`src/rtl/a2d_pkg.sv`:
```
// a2d_pkg -- shared types and helpers for the A2D conversion scheduler.
//   a2d_state_e  : scheduler FSM states
//   a2d_ptr_e    : round-robin channel pointer (left, right, battery)
//   CH_*_DEF     : default A2D channel numbers
//   TMO_DEF      : default spi_done timeout in cycles
//   a2d_cmd()    : builds the 16-bit command word for a channel
//   a2d_ptr_next(): round-robin successor of a channel pointer
package a2d_pkg;

  typedef enum logic [2:0] {
    S_IDLE  = 3'd0,
    S_CMD   = 3'd1,
    S_WCMD  = 3'd2,
    S_GAP   = 3'd3,
    S_RD    = 3'd4,
    S_WRD   = 3'd5,
    S_STORE = 3'd6
  } a2d_state_e;

  typedef enum logic [1:0] {
    P_LFT  = 2'd0,
    P_RGHT = 2'd1,
    P_BATT = 2'd2
  } a2d_ptr_e;

  localparam logic [2:0]  CH_LFT_DEF  = 3'd0;
  localparam logic [2:0]  CH_RGHT_DEF = 3'd4;
  localparam logic [2:0]  CH_BATT_DEF = 3'd5;
  localparam int unsigned TMO_DEF     = 1023;

  // The ADC takes the channel in bits [13:11]; every other bit is zero.
  function automatic logic [15:0] a2d_cmd(input logic [2:0] ch);
    return {2'b00, ch, 11'h000};
  endfunction

  function automatic a2d_ptr_e a2d_ptr_next(input a2d_ptr_e p);
    case (p)
      P_LFT:   return P_RGHT;
      P_RGHT:  return P_BATT;
      default: return P_LFT;
    endcase
  endfunction

endpackage

```
`src/rtl/a2d_tmo_cnt.sv`:
```
// a2d_tmo_cnt -- clearable, enabled up-counter with terminal-count flag.
//   clk   : clock
//   rst   : synchronous active-high reset
//   i_clr : synchronous clear (wins over i_en)
//   i_en  : count enable
//   o_tc  : high while the count equals TERM
// The counter holds at TERM so it can never wrap back below the threshold.
module a2d_tmo_cnt #(
  parameter int unsigned W    = 10,
  parameter int unsigned TERM = 1023
) (
  input  logic clk,
  input  logic rst,
  input  logic i_clr,
  input  logic i_en,
  output logic o_tc
);

  logic [W-1:0] r_cnt;
  logic         w_at_term;

  assign w_at_term = (r_cnt == W'(TERM));
  assign o_tc      = w_at_term;

  always_ff @(posedge clk) begin
    if (rst || i_clr) begin
      r_cnt <= '0;
    end else if (i_en && !w_at_term) begin
      r_cnt <= r_cnt + 1'b1;
    end
  end

endmodule

```
`src/rtl/a2d_sched.sv`:
```
// a2d_sched -- round-robin A2D conversion scheduler over an SPI monarch.
//   clk       : sole clock (rising edge)
//   rst       : synchronous active-high reset
//   nxt       : request one conversion of the current round-robin channel
//   spi_wrt   : single-cycle start pulse to the SPI monarch
//   spi_cmd   : command word for the SPI monarch
//   spi_done  : single-cycle transaction-complete pulse from the SPI monarch
//   spi_rd    : word received in the finished transaction
//   lft_ld    : last left load-cell result
//   rght_ld   : last right load-cell result
//   batt      : last battery result
//   vld       : single-cycle pulse when a result register updates
//   busy      : high whenever the FSM is not idle
//   err       : sticky spi_done timeout flag, cleared only by rst
//   state_dbg : current FSM state
//
// SPI handshake: the scheduler raises spi_wrt for exactly one cycle with
// spi_cmd valid in that cycle and holding afterwards; the monarch answers
// with one spi_done pulse, sampled only in WCMD/WRD, and spi_rd is valid
// in that same cycle. spi_done seen in any other state is ignored.
//
// A conversion is two transactions: the first sends the channel, the
// second re-sends it and returns the sample for the channel of the first.
module a2d_sched
  import a2d_pkg::*;
#(
  parameter logic [2:0]  CH_LFT  = CH_LFT_DEF,
  parameter logic [2:0]  CH_RGHT = CH_RGHT_DEF,
  parameter logic [2:0]  CH_BATT = CH_BATT_DEF,
  parameter int unsigned TMO     = TMO_DEF
) (
  input  logic        clk,
  input  logic        rst,
  input  logic        nxt,
  output logic        spi_wrt,
  output logic [15:0] spi_cmd,
  input  logic        spi_done,
  input  logic [15:0] spi_rd,
  output logic [11:0] lft_ld,
  output logic [11:0] rght_ld,
  output logic [11:0] batt,
  output logic        vld,
  output logic        busy,
  output logic        err,
  output a2d_state_e  state_dbg
);

  localparam int unsigned TMO_W = (TMO < 2) ? 1 : $clog2(TMO + 1);

  a2d_state_e  r_state;
  a2d_ptr_e    r_ptr;
  logic        r_spi_wrt;
  logic [15:0] r_spi_cmd;
  logic [11:0] r_lft_ld;
  logic [11:0] r_rght_ld;
  logic [11:0] r_batt;
  logic        r_vld;
  logic        r_busy;
  logic        r_err;

  logic [2:0]  w_ch;
  logic        w_tmo_clr;
  logic        w_tmo_en;
  logic        w_tmo_tc;
  logic [3:0]  w_unused_rd_hi;

  // The ADC's upper nibble carries no sample data.
  assign w_unused_rd_hi = spi_rd[15:12];

  always_comb begin
    w_ch = CH_LFT;
    case (r_ptr)
      P_RGHT:  w_ch = CH_RGHT;
      P_BATT:  w_ch = CH_BATT;
      default: w_ch = CH_LFT;
    endcase
  end

  // Clearing in CMD/RD means the count is zero on the first wait cycle.
  assign w_tmo_clr = (r_state == S_CMD) || (r_state == S_RD);
  assign w_tmo_en  = (r_state == S_WCMD) || (r_state == S_WRD);

  a2d_tmo_cnt #(
    .W    (TMO_W),
    .TERM (TMO)
  ) u_tmo_cnt (
    .clk   (clk),
    .rst   (rst),
    .i_clr (w_tmo_clr),
    .i_en  (w_tmo_en),
    .o_tc  (w_tmo_tc)
  );

  always_ff @(posedge clk) begin
    if (rst) begin
      r_state   <= S_IDLE;
      r_ptr     <= P_LFT;
      r_spi_wrt <= 1'b0;
      r_spi_cmd <= 16'h0000;
      r_lft_ld  <= 12'h000;
      r_rght_ld <= 12'h000;
      r_batt    <= 12'h000;
      r_vld     <= 1'b0;
      r_busy    <= 1'b0;
      r_err     <= 1'b0;
    end else begin
      r_spi_wrt <= 1'b0;
      r_vld     <= 1'b0;
      case (r_state)
        S_IDLE: begin
          if (nxt) begin
            r_state   <= S_CMD;
            r_spi_wrt <= 1'b1;
            r_spi_cmd <= a2d_cmd(w_ch);
            r_busy    <= 1'b1;
          end
        end
        S_CMD: begin
          r_state <= S_WCMD;
        end
        S_WCMD: begin
          // spi_done is tested first so it beats a same-cycle timeout.
          if (spi_done) begin
            r_state <= S_GAP;
          end else if (w_tmo_tc) begin
            r_state <= S_IDLE;
            r_busy  <= 1'b0;
            r_err   <= 1'b1;
          end
        end
        S_GAP: begin
          // Idle cycle lets SS_n deassert between transactions.
          r_state   <= S_RD;
          r_spi_wrt <= 1'b1;
        end
        S_RD: begin
          r_state <= S_WRD;
        end
        S_WRD: begin
          if (spi_done) begin
            r_state <= S_STORE;
            r_vld   <= 1'b1;
            case (r_ptr)
              P_RGHT:  r_rght_ld <= spi_rd[11:0];
              P_BATT:  r_batt    <= spi_rd[11:0];
              default: r_lft_ld  <= spi_rd[11:0];
            endcase
          end else if (w_tmo_tc) begin
            r_state <= S_IDLE;
            r_busy  <= 1'b0;
            r_err   <= 1'b1;
          end
        end
        S_STORE: begin
          r_state <= S_IDLE;
          r_busy  <= 1'b0;
          r_ptr   <= a2d_ptr_next(r_ptr);
        end
        default: begin
          r_state <= S_IDLE;
          r_busy  <= 1'b0;
        end
      endcase
    end
  end

  assign spi_wrt   = r_spi_wrt;
  assign spi_cmd   = r_spi_cmd;
  assign lft_ld    = r_lft_ld;
  assign rght_ld   = r_rght_ld;
  assign batt      = r_batt;
  assign vld       = r_vld;
  assign busy      = r_busy;
  assign err       = r_err;
  assign state_dbg = r_state;

endmodule

```
`config.mk`:
```
export PLATFORM = sky130hd
export DESIGN_NAME = a2d_sched
export DESIGN_NICKNAME = d
export VERILOG_FILES = /design/src/rtl/a2d_pkg.sv /design/src/rtl/a2d_tmo_cnt.sv /design/src/rtl/a2d_sched.sv
export SDC_FILE = /design/constraint.sdc
export NUM_CORES = 1
export LEC_CHECK = 0
export CAP_MARGIN = 20
export CORE_ASPECT_RATIO = 1.1
export CORE_MARGIN = 5
export CORE_UTILIZATION = 47
export CTS_CLUSTER_DIAMETER = 30
export DETAILED_ROUTE_END_ITERATION = 8
export PLACE_DENSITY = 0.87
export SLEW_MARGIN = 20
export SYNTH_ARGS = -nofsm -noshare
export SYNTH_HDL_FRONTEND = slang
export SYNTH_HIERARCHICAL = 1
export SYNTH_SLANG_ARGS = --single-unit
```
`constraint.sdc`:
```
create_clock -name clk -period 1.9 [get_ports clk]
set_input_delay 0.38 -clock clk [delete_from_list [all_inputs] [get_ports clk]]
set_output_delay 0.38 -clock clk [all_outputs]
set_load 0.005 [all_outputs]
```
==> key figures, run 1 <==
Power and ir drop
  – PD cells: 734 nW/um^2
  – VDD IR-drop max: 0.560 mV
  – Int Pwr: 2.07 mW
  – Net Sw Frac: 22.4%
  – P_sw: 0.597 mW
  – Tot Pwr: 2.67 mW
  – Combinational power share: 8.9%
  – Leakage: 1.45 nW
  – Clock share of power: 45.5%
  – Sequential power share: 45.6%

Timing
  – Period minus WS final: 1830 ps
  – Post-Route Setup TNS: 0 ps
  – Slew Limit Fails: 0
  – Tightest Pin Transition: 588 ps
  – RSZ-0062 raised after global routing: false
  – Slew margin rel.: 60.8%
  – Minimum hold slack: 474 ps
  – Final period utilization: 96.1%
  – Final Hold Violating Endpoints: 0
  – Setup ws final: 74.8 ps
  – Fmax: 548 MHz
  – Worst Skew: 6.56 ps
  – Final setup fails: 0

Clocking
  – CTS tree: done
  – CTS sink cnt: 57
  – CTS root buf: clkbuf_8
  – CTS Buffer Depth: 2
  – Hold_buf cts: 0
  – Clock transition at the registers of the reported paths: 70 ps
  – Post-CTS Setup Bufs: 0
  – CTS resizes: 0
  – CTS Buf Count: 9
  – H-tree depth: 3
  – Clk Latency, worst-skew pair: 340 ps

GRT
  – GRT Util Overall: 19.1%
  – Global-route wire length before repair: 11100 um
  – Initial antenna violation count: 0
  – Largest net degree at the start of global routing: 39
  – Total grt overflow: 0
  – Vias in the first global route: 2294

Die
  – Die Height: 89.9 um
  – DIE WIDTH: 82.6 um
  – Cell Rows: 29
  – I/O pins: 79
  – Core Region: 5700 um^2
  – Initial core utilization: 47.8%
  – DIE AREA: 7420 um^2

Layout
  – Area Overhead vs Synth: 33.3%
  – Design area: 3630 um^2
  – Final std cells w/o fill: 439
  – Fin util: 63.8%
  – Diodes inserted: 0
  – Fillers: 466
  – Nets@finish: 382
  – Share of cells above drive strength 1: 11.0%

Worst setup path
  – Setup crit end kind: output pin
  – WP data arrival: 1450 ps
  – Worst Setup SP: state_dbg[2]$_SDFFE_PP0P_
  – Startpoint types: flop
  – Crit path max fanout: 13
  – Worst Path Required: 1520 ps
  – Setup CP Type: reg2out
  – Worst r2r src: state_dbg[1]$_SDFFE_PP0P_

Logic synthesis
  – Number of synthesized register bits: 57
  – Async set or reset register ratio after synthesis: 0%
  – Synthesized cell area: 2730 um^2
  – Number of synthesized flops with an enable pin: 0
  – Synth Flop Type: dfxtp_1
  – Yosys top cell area share: 41.9%
  – Netlist cell types: 48
  – Yosys warning count: 6
  – Synth Area per Inst: 9.33 um^2
  – Leading area contributor after synthesis: dfxtp_1
  – Top post-synthesis cells by area: dfxtp_1, mux2i_1, nand2b_1, o21ai_0, buf_4
  – Post-synthesis instance total: 292
  – Sequential element share of the synthesized area: 41.9%

Placed design
  – Post-placement setup slack: 135 ps
  – Port bufs: 60
  – Final GP Congestion: 0.800
  – Placed Cells: 424
  – Post-place instance area: 3420 um^2
  – Post-DP HPWL: 4480 um

Detailed routing
  – WL/cell: 14.7 um
  – DRT Wirelength: 6450 um
  – DRC violations left: 0
  – DR pass1 iterations: 6
  – Vias/cell: 5.22
  – Vias post-DR: 2290
  – DR iter-0 viols: 176
  – Post-route ant nets: 0

Outcome
  – Status: completed

Job
  – Max Cap Viol: 0

Hold path
  – Hold Path Class: reg2reg
  – Min-delay src: rght_ld[8]$_SDFFE_PP0P_
## worst max-delay path: stages (launching register included)
cell and delay (ps):
dfxtp_1 380, buf_4 210, clkdlybuf4s50_1 520
## power by group through the flow
stage	Combinational (mW)	Clock, mW	Sequential (mW)
floorplan	0.150	0	1.25
detailed placement	0.236	0	1.24
finish	0.238	1.21	1.22
global route	0.264	1.28	1.22
CTS	0.238	1.23	1.22
global placement	0.232	0	1.24
## state kept, by name, summed over array words and instances, names as in the netlist, 2 cells and up
signal	flops
rght_ld	12
batt	12
lft_ld	12
u_tmo_cnt/r_cnt	10
state_dbg	3
spi_cmd	2
r_ptr	2
## per-layer routing
layer,GRT usage (%),wire length (um),vias up
met5,0,0,-
met4,6.40,75,0
met3,6.60,382,8
met2,30.3,3290,75
met1,23.7,2700,1097
li1,-,-,1110
## cells by family after synthesis
| kind of cell | after synthesis | share of synthesized area, % |
|---|---|---|
| flops | 57 | 41.9 |
| compound gates | 49 | 11.3 |
| mux | 34 | 12.5 |
| simple gates | 108 | 24.0 |
| buf+inv | 38 | 8.08 |
| other cells | 1 | 0.138 |
| xor+xnor | 1 | 0.321 |
| fa+ha+maj | 4 | 1.84 |
## Yosys cell counts, types with 2 or more instances
cell / number
a211oi_1: 5
a21o_1: 2
a21oi_1: 4
a31oi_1: 6
and3_2: 2
and4_1: 2
buf_2: 4
buf_4: 16
clkbuf_1: 8
dfxtp_1: 57
ha_1: 4
inv_1: 7
mux2i_1: 34
nand2_1: 13
nand2b_1: 41
nand3_1: 2
nor2_1: 10
nor2b_1: 13
nor3_1: 4
nor3b_1: 2
o21ai_0: 24
o21ai_1: 2
o21bai_1: 2
or3_1: 4
## layout by cell type, fill, tap and decap left out, types with 2 or more instances in the layout
master           Yosys  layout
clkdlybuf4s50_1      0      59
dfxtp_1             57      57
nand2b_1            41      41
mux2i_1             34      34
o21ai_0             24      24
conb_1               1      14
nor2b_1             13      13
nand2_1             13      13
clkbuf_8             0      13
nor2_1              10      10
buf_4               16       9
inv_1                7       7
a31oi_1              6       6
a211oi_1             5       5
a21oi_1              4       4
or3_1                4       4
nor3_1               4       4
ha_1                 4       4
buf_12               0       4
nor3b_1              2       2
a21o_1               2       2
o21bai_1             2       2
o21ai_1              2       2
nand3_1              2       2
and3_2               2       2
and4_1               2       2
## area by class of cell
| cell class | instances | area [um^2] | area share (%) |
|---|---|---|---|
| inverters | 7 | 26.3 | 0.723 |
| repair buffers | 73 | 743 | 20.5 |
| well taps | 77 | 96.3 | 2.65 |
| multi-input cells | 210 | 1410 | 38.9 |
| flip-flops and latches | 57 | 1140 | 31.4 |
| clock inverters | 2 | 35.0 | 0.964 |
| clock buffers | 13 | 179 | 4.92 |
## path summary, 6_finish.rpt
check,to,slack [ps],cells after the start
worst max-delay path,state_dbg[2],70,2
worst min-delay path,rght_ld[8]$_SDFFE_PP0P_,470,2
worst max register to register,u_tmo_cnt/r_cnt[7]$_SDFFE_PP0P_,170,6
worst min register to register,rght_ld[8]$_SDFFE_PP0P_,470,2
Note: power is estimated with default switching activity, not from simulation.
==> run 2, diff against run 1 <==
--- a/config.mk
+++ b/config.mk
@@ -5,10 +5,11 @@
 export SDC_FILE = /design/constraint.sdc
 export NUM_CORES = 1
 export LEC_CHECK = 0
+export ABC_AREA = 1
 export CAP_MARGIN = 20
 export CORE_ASPECT_RATIO = 1.1
 export CORE_MARGIN = 5
-export CORE_UTILIZATION = 47
+export CORE_UTILIZATION = 46
 export CTS_CLUSTER_DIAMETER = 30
 export DETAILED_ROUTE_END_ITERATION = 8
 export PLACE_DENSITY = 0.87
==> run 2 against run 1 <==
Net effect:
- sequential share of layout area up 3.1 points
- critical endpoint is now state_dbg[0]
- combinational power up 19%
- critical path depth down 1
==> key figures, run 2 <==
Timing
  – Setup ws final: 85.5 ps (+10.8 ps)
  – RSZ-0062 raised after global routing: false
  – Post-Route Setup TNS: 0 ps (unchanged)
  – Final setup fails: 0 (unchanged)
  – Worst Skew: 10.9 ps (+4.35 ps)
  – Slew Limit Fails: 0 (unchanged)
  – Period minus WS final: 1810 ps (-10.8 ps)
  – Final period utilization: 95.5% (-0.57 points)
  – Fmax: 551 MHz (+0.59%)
  – Final Hold Violating Endpoints: 0 (unchanged)

Die
  – Initial core utilization: 47.4% (-0.40 points)
  – DIE AREA: 7120 um^2 (-4.1%)
  – Die Height: 88.0 um (-2.1%)
  – Core Region: 5360 um^2 (-5.9%)
  – Cell Rows: 28 (-3.4%)
  – DIE WIDTH: 80.9 um (-2.1%)
  – I/O pins: 79 (unchanged)

GRT
  – GRT Util Overall: 17.2% (-1.9 points)
  – Initial antenna violation count: 0 (unchanged)
  – Total grt overflow: 0 (unchanged)
  – Largest net degree at the start of global routing: 41 (+5.1%)
  – Global-route wire length before repair: 9430 um (-15%)
  – Vias in the first global route: 2088 (-9.0%)

Worst setup path
  – R2r endpoint: u_tmo_cnt/r_cnt[4]$_SDFFE_PP0P_
  – Worst reg-to-reg path cell count: 7 (+1)
  – Largest stage delay on the critical path: 580 ps (+60 ps)
  – Startpoint types: flop
  – Setup CP Type: reg2out
  – CP delay by family, top: buffers and inverters
  – Worst Path Required: 1520 ps (about the same)
  – Worst path bufs/invs: 1 (-1)
  – Critical path's slowest cell: clkdlybuf4s50_1
  – Crit path max fanout: 11 (-2)
  – Worst r2r src: state_dbg[0]$_SDFFE_PP0P_
  – Cell Chain, Critical Path: clkdlybuf4s50_1
  – R2R Setup Slk: 220 ps (+50 ps)
  – Setup crit end kind: output pin
  – WP data arrival: 1430 ps (-20 ps)

Clocking
  – Clk Latency, worst-skew pair: 330 ps (about the same)
  – CTS Buffer Depth: 2 (unchanged)
  – H-tree depth: 3 (unchanged)
  – CTS tree: done
  – CTS resizes: 0 (unchanged)
  – Post-CTS Setup Bufs: 0 (unchanged)
  – Hold_buf cts: 0 (unchanged)
  – CTS sink cnt: 57 (unchanged)
  – CTS root buf: clkbuf_8
  – Clock transition at the registers of the reported paths: 60 ps (about the same)
  – CTS Buf Count: 9 (unchanged)

Detailed routing
  – Post-route ant nets: 0 (unchanged)
  – DRC violations left: 0 (unchanged)
  – DR pass1 iterations: 5 (-1)
  – DR iter-0 viols: 134 (-24%)
  – WL/cell: 12.0 um (-18%)
  – Vias/cell: 4.77 (-8.6%)
  – Vias post-DR: 2335 (+2.0%)
  – DRT Wirelength: 5900 um (-8.5%)

Hold path
  – Hold path depth: 2 (unchanged)
  – Min-delay src: spi_cmd[13]$_SDFFE_PP0P_
  – Min-Delay Endpoint: spi_cmd[13]$_SDFFE_PP0P_
  – Hold Path Class: reg2reg

Layout
  – Diodes inserted: 0 (unchanged)
  – Fin util: 61.6% (-2.2 points)
  – Most common cell after layout, fill and taps aside: nor2_1
  – Area Overhead vs Synth: 29.9%
  – Share of cells above drive strength 1: 8.92% (-2.1 points)
  – Design area: 3300 um^2 (-9.1%)
  – Nets@finish: 436 (+14%)
  – Most frequent cells in the layout: nor2_1, clkdlybuf4s50_1, dfxtp_1, nand2_1, o21ai_0

Logic synthesis
  – Synthesized cell area: 2540 um^2 (-6.7%)
  – Yosys top cell area share: 44.9% (+3.0 points)
  – Number of synthesized register bits: 57 (unchanged)
  – Sequential element share of the synthesized area: 44.9% (+3.0 points)
  – Leading area contributor after synthesis: dfxtp_1
  – Top-count cell post-synth: nor2_1
  – Number of synthesized flops with an enable pin: 0 (unchanged)
  – Top post-synthesis cells by area: dfxtp_1, nor2_1, o21ai_0, nand2_1, buf_4
  – Netlist cell types: 27 (-44%)
  – Synth Flop Type: dfxtp_1
  – Top cells by count, synth: nor2_1, dfxtp_1, nand2_1, o21ai_0, inv_1
  – Post-synthesis instance total: 347 (+19%)
  – Yosys warning count: 6 (unchanged)
  – Synth Area per Inst: 7.33 um^2 (-21%)
  – Async set or reset register ratio after synthesis: 0% (unchanged)

Power and ir drop
  – VDD IR-drop max: 0.604 mV (+7.9%)
  – PD cells: 760 nW/um^2 (+3.6%)
  – Tot Pwr: 2.51 mW (-5.8%)
  – Leakage: 1.29 nW (-11%)

Outcome
  – Status: completed

Placed design
  – Post-place instance area: 3130 um^2 (-8.3%)
  – Final GP Congestion: 0.875 (+9.5%)
  – Post-placement setup slack: 81.3 ps (-53.9 ps)
  – Port bufs: 60 (unchanged)
  – Post-DP HPWL: 4280 um (-4.3%)

Job
  – Max Cap Viol: 0 (unchanged)
==> run 2: changes by cell type after synthesis, moves of 6 or more <==
| cell | before | now |
|---|---|---|
| o21ai_0 | 24 | 31 |
| nor2_1 | 10 | 102 |
| mux2i_1 | 34 | 0 |
| inv_1 | 7 | 24 |
| a21oi_1 | 4 | 13 |
| o21ai_1 | 2 | 13 |
| nand3_1 | 2 | 16 |
| nand2_1 | 13 | 37 |
| nand2b_1 | 41 | 0 |
| buf_6 | 1 | 7 |
| nor2b_1 | 13 | 0 |
==> run 2: worst max path at each step <==
stage / startpoint / end / slack (ps) / depth (start not counted)
floorplan: u_tmo_cnt/r_cnt[0]$_SDFFE_PP0P_ / state_dbg[0]$_SDFFE_PP0P_ / 400 / 11
global placement: spi_done / rght_ld[9]$_SDFFE_PP0P_ / 130 / 7
detailed placement: spi_done / rght_ld[0]$_SDFFE_PP0P_ / 80 / 7
CTS: state_dbg[0]$_SDFFE_PP0P_ / state_dbg[0] / 60 / 1
global route: state_dbg[0]$_SDFFE_PP0P_ / state_dbg[0] / 20 / 1
finish: state_dbg[0]$_SDFFE_PP0P_ / state_dbg[0] / 90 / 1
==> run 2: metrics by stage <==
step	cells	hold slack, ps
after floorplan	360	440
after global placement	476	435
after detailed placement	476	437
after CTS	490	453
after global routing	490	465
final	490	454
==> run 2: cell type report <==
| cell class | instances | area (um^2) |
|---|---|---|
| inverters | 29 | 109 |
| clock inverters | 3 | 17.5 |
| fillers | 475 | 2060 |
| multi-input cells | 247 | 1130 |
| repair buffers | 68 | 661 |
| well taps | 75 | 93.8 |
| flip-flops and latches | 57 | 1140 |
| clock buffers | 11 | 151 |
==> run 2: cell families (layout without fill, tap and decap cells) <==
| kind of cell | count (synthesis) | count (layout) | synth area share, % |
|---|---|---|---|
| other cells | 1 | 14 | 0.147 |
| fa+ha+maj | 4 | 4 | 1.97 |
| simple gates | 170 | 170 | 28.6 |
| buf+inv | 56 | 111 | 12.6 |
| flops | 57 | 57 | 44.9 |
| compound gates | 59 | 59 | 11.8 |
==> run 2: report_power, final <==
group / switching (mW) / internal, mW / leakage [nW]
clock: 0.451 / 0.524 / 0.0871
combinational: 0.152 / 0.132 / 0.743
sequential: 0.0308 / 1.22 / 0.460
total: 0.633 / 1.88 / 1.29
==> run 2: routing by layer <==
metal | routed length (um) | vias up | track usage (%) | share of wire, %
li1 | - | 1198 | - | -
met1 | 2680 | 1057 | 21.2 | 45
met2 | 2740 | 67 | 27.0 | 46
met3 | 335 | 13 | 4.84 | 5.7
met4 | 140 | 0 | 9.37 | 2.4
met5 | 0 | - | 0 | 0
